<file path="src/rtl/serial_negate_ctrl.sv">
// Word-level sequencer for a shared bit-serial two's-complementer: accepts an operand,
// clears the complementer, streams the operand LSB first and reassembles the negated result.
module serial_negate_ctrl #(
  parameter int unsigned WIDTH   = 8,
  parameter int unsigned SER_LAT = 0
) (
  input  logic             clk,
  input  logic             r,
  input  logic             in_valid,
  output logic             in_ready,
  input  logic [WIDTH-1:0] in_data,
  output logic             out_valid,
  input  logic             out_ready,
  output logic [WIDTH-1:0] out_data,
  output logic             out_ovf,
  output logic             ser_i,
  output logic             ser_r,
  input  logic             ser_y
);

  localparam int unsigned CntW = $clog2(WIDTH + SER_LAT + 1);
  localparam logic [CntW-1:0] CntLast = CntW'(WIDTH + SER_LAT - 1);
  localparam logic [WIDTH-1:0] MinVal = {1'b1, {(WIDTH-1){1'b0}}};

  typedef enum logic [1:0] {StIdle, StClr, StShift, StDone} state_e;

  state_e           state_q, state_d;
  logic [CntW-1:0]  cnt_q, cnt_d;
  logic [WIDTH-1:0] opnd_q, opnd_d;
  logic [WIDTH-1:0] res_q, res_d;
  logic             ovf_q, ovf_d;
  logic             valid_q, valid_d;
  logic             sample;

  // With a registered complementer the first shift cycle still shows the cleared output.
  assign sample = (SER_LAT == 0) || (cnt_q != '0);

  always_comb begin
    state_d = state_q;
    cnt_d   = cnt_q;
    opnd_d  = opnd_q;
    res_d   = res_q;
    ovf_d   = ovf_q;
    valid_d = valid_q;
    unique case (state_q)
      StIdle: begin
        if (in_valid) begin
          opnd_d  = in_data;
          ovf_d   = (in_data == MinVal);
          state_d = StClr;
        end
      end
      StClr: begin
        cnt_d   = '0;
        state_d = StShift;
      end
      StShift: begin
        // Zeros shifted in at the top make the drain cycle drive ser_i=0.
        opnd_d = opnd_q >> 1;
        if (sample) begin
          res_d = {ser_y, res_q[WIDTH-1:1]};
        end
        if (cnt_q == CntLast) begin
          state_d = StDone;
          valid_d = 1'b1;
        end else begin
          cnt_d = cnt_q + 1'b1;
        end
      end
      StDone: begin
        if (out_ready) begin
          state_d = StIdle;
          valid_d = 1'b0;
        end
      end
      default: state_d = StIdle;
    endcase
  end

  always_ff @(posedge clk) begin
    if (r) begin
      state_q <= StIdle;
      cnt_q   <= '0;
      opnd_q  <= '0;
      res_q   <= '0;
      ovf_q   <= 1'b0;
      valid_q <= 1'b0;
    end else begin
      state_q <= state_d;
      cnt_q   <= cnt_d;
      opnd_q  <= opnd_d;
      res_q   <= res_d;
      ovf_q   <= ovf_d;
      valid_q <= valid_d;
    end
  end

  assign in_ready  = (state_q == StIdle);
  assign out_valid = valid_q;
  assign out_data  = res_q;
  assign out_ovf   = ovf_q;
  assign ser_i     = (state_q == StShift) & opnd_q[0];
  assign ser_r     = r | (state_q == StClr);

endmodule

</file>
<file path="config.mk">
export PLATFORM = sky130hd
export DESIGN_NAME = serial_negate_ctrl
export DESIGN_NICKNAME = d
export VERILOG_FILES = /design/src/rtl/serial_negate_ctrl.sv
export SDC_FILE = /design/constraint.sdc
export NUM_CORES = 1
export LEC_CHECK = 0
export BUFFER_PORTS_ARGS = -buffer_cell sky130_fd_sc_hd__buf_2
export CORE_AREA = 4 4 52 54
export DETAILED_ROUTE_END_ITERATION = 8
export DIE_AREA = 0 0 56 58
export GPL_ROUTABILITY_DRIVEN = 0
export PLACE_DENSITY_LB_ADDON = 0.08
export SLEW_MARGIN = 20
export SYNTH_ARGS = -nofsm -noshare
export SYNTH_HDL_FRONTEND = slang
export SYNTH_SLANG_ARGS = --single-unit
</file>
<file path="constraint.sdc">
create_clock -name clk -period 3.4 [get_ports clk]
set_input_delay 0.17 -clock clk [delete_from_list [all_inputs] [get_ports clk]]
set_output_delay 0.17 -clock clk [all_outputs]
set_load 0.03 [all_outputs]
</file>
==> metrics.cfg <==
[final_layout]
n_antenna_cell = 0
fin_cells = 176
fin_area_um2 = 1411
final_nets = 168
final_common_cell = buf_2
area_growth_pct = 13.82
final_cell_mix = 25 x buf_2, 24 x dfxtp_1, 17 x mux2i_1, 14 x nor2_1, 8 x a21oi_1
drive_gt1_share_pct = 29.73

[grt]
grt_overflow = 0
grt_max_degree = 27
antenna_found_initial = 0
grtUsageMet1_pct = 21.71
grt_pass1_wl_mm = 4.167
grt_pass1_vias = 923
grtUsageMet3_pct = 2.673
gr-usage-all-layers_pct = 15.91
grtUsageMet2_pct = 25.21
busiest_layer = met2

[synthesis]
synth_xor_area_share_pct = 0
syn_area_um2 = 1240
muxShareOfSynthArea_pct = 14.93
synth_cell_types = 34
synthArstFlopShare_pct = 0
synth_flop_cell = dfxtp_1
synth.top_cell.area_share_pct = 38.75
synth_top_family_by_area = simple AND/OR/NAND/NOR gates
synth_compound_area_share_pct = 15.64
ys_ff_latch = 24
synth-edff-count = 0
synth_simple_gate_area_share_pct = 19.17
synth_fa_ha_area_share_pct = 6.054
syn_area_per_cell_um2 = 9.920
synth-seq-area-share_pct = 38.75
syn_inst = 125
yosysTopAreaCell = dfxtp_1
synth_nets = 144
yosys_warnings = 0
yosys-top-cells-area = dfxtp_1 39%, mux2i_1 14%, a211oi_2 7.1%

[run]
cap_violations = 0

[hold_path]
min_from = ser_y
min_delay_path_depth = 3
hold_path_class = input port to flip-flop
hold-path-endpoint = out_data[7]

[die]
rows = 17
die_area_um2 = 3248
core_area_um2 = 2212
ios = 26
initial_utilization_pct = 56.05
die_h_um = 58
die_x_um = 56

[sta]
maxSlewHeadroom_pct = 60.81
fin_worst_skew_ns = 0.009873
max_freq_mhz = 516.8
worst_slew_pin_slew_ns = 0.5878
hold_violations = 0
drv_slew = 0
setup_viol = 0
fin_crit_sh_pct = 56.91
rsz0062_at_grt = false
fin_crit_ns = 1.935
fin_setup_tns_ns = 0

[power]
powerDensity_nw_per_um2 = 672.1
p_switching_mw = 0.3397
p_int_mw = 0.6088
clockPowerShare_pct = 22.1
p_leak_nw = 0.6157
power_frac_comb_pct = 39.5
finalPower_mw = 0.9485
p_sw_share_pct = 35.81
ir_drop_v = 0.0003860
seq_power_share_pct = 38.4

[setup_path]
crit_type = flip-flop to output port
reg2reg_from = state_q[0]
cp.required_ns = 3.23
worstReg2RegEnd = out_valid
reg2reg_depth = 5
startpoint_type = flip-flop
cp_max_fo = 13
cp.arrival_ns = 1.76
critPathCaptureType = output port
cpMaxStageDelayCell = ha_1
r2r_slack_ns = 1.51
critical_path.max_stage_delay_ns = 0.55
path_cells = inv_1 > ha_1 > and2_1 > buf_2

[clocking]
postCtsSetupBuffers = 0
cts_buffers = 3
clk-insertion-delay-late_ns = 0.32
clock_path_buffers = 2
cts_tree = built
cts_root_buf = clkbuf_4
cts_htree_levels = 1
clkTransAtPathRegs_ns = 0.14
cts.repair.resized = 0
clkSinkCount = 24
holdBufCountCts = 0

[route]
vias = 951
vias_per_cell = 5.403
drtIter0Drc = 17
routed_wl_mm = 2.371
drc = 0
wire_per_inst_um = 13.47
firstDrtPassIters = 6
postRouteAntennaNets = 0

[place]
place_area_um2 = 1359
dp.cells = 172
hpwl_mm = 1.698
io_buffers = 25

[outcome]
status = completed

-- power by group through the flow --
stage	Combinational [mW]	Clock, mW	Sequential, mW
CTS	0.380	0.214	0.365
global route	0.417	0.223	0.370
global placement	0.366	0	0.369
detailed placement	0.375	0	0.371
finish	0.375	0.210	0.364
floorplan	0.328	0	0.367
-- synth_stat cells, types with 2 or more instances --
library cell,n
nor2_1,14
o21ai_0,2
a211oi_1,3
nand3_1,2
a211oi_2,7
clkbuf_1,2
o211ai_1,2
nand4_1,2
mux2i_1,17
nor2b_1,3
nor2_2,3
nand2b_1,3
ha_1,6
a21oi_1,8
dfxtp_1,24
nand2_1,3
buf_2,3
inv_1,5
-- layer usage --
| layer | vias to the layer above | share of wire, % |
|---|---|---|
| met5 | - | 0 |
| met4 | 0 | 1.8 |
| met3 | 4 | 5.3 |
| met2 | 22 | 44 |
| met1 | 436 | 49 |
| li1 | 489 | - |
-- metrics by stage --
stage	util (%)	hold WS (ns)	setup slack [ns]
after floorplan	-	0.3172	1.719
after global placement	61.43	0.4088	1.606
after detailed placement	61.43	0.4226	1.529
after CTS	63.80	0.07908	1.419
after global routing	63.80	0.1164	1.282
final	63.80	0.08505	1.465
-- logic make-up (layout without fill, tap and decap cells) --
family	count (synthesis)	in the layout
multiplexers	18	18
flip-flops	24	24
adder cells (fa/ha/maj)	6	6
AO/OA/AOI/OAI	24	24
buffers and inverters	12	35
AND/OR/NAND/NOR	41	41
-- registers in the layout (all words and copies together), names as in the netlist --
register and cells:
out_data 8, state_q 2, cnt_q 4, out_valid 1
opnd_q 8, out_ovf 1
-- worst max-delay path, delay by kind of cell (launching register included) --
| family | cells | cell delay (ns) |
|---|---|---|
| buffers and inverters | 2 | 0.32 |
| flip-flops | 1 | 0.36 |
| adder cells (fa/ha/maj) | 1 | 0.55 |
| AND/OR/NAND/NOR | 1 | 0.21 |
-- layout make-up --
| class | instances | area (µm²) |
|---|---|---|
| flip-flops and latches | 24 | 480.5 |
| multi-input cells | 89 | 691.9 |
| repair buffers | 26 | 132.6 |
| inverters | 5 | 18.77 |
| clock buffers | 3 | 22.52 |
| well taps | 28 | 35.03 |
| fillers | 218 | 800.8 |
| clock inverters | 1 | 30.03 |
-- worst max path at each step --
stage                     from         end  slack (ns)  cells after the start
floorplan           state_q[0]  state_q[0]        1.72                      5
global placement    state_q[0]  state_q[1]        1.61                      5
detailed placement  state_q[0]   out_valid        1.53                      5
CTS                 state_q[0]       ser_i        1.42                      4
global route        state_q[0]   out_valid        1.28                      5
finish              state_q[0]       ser_i        1.47                      4
Note: power is estimated with default switching activity, not from simulation.
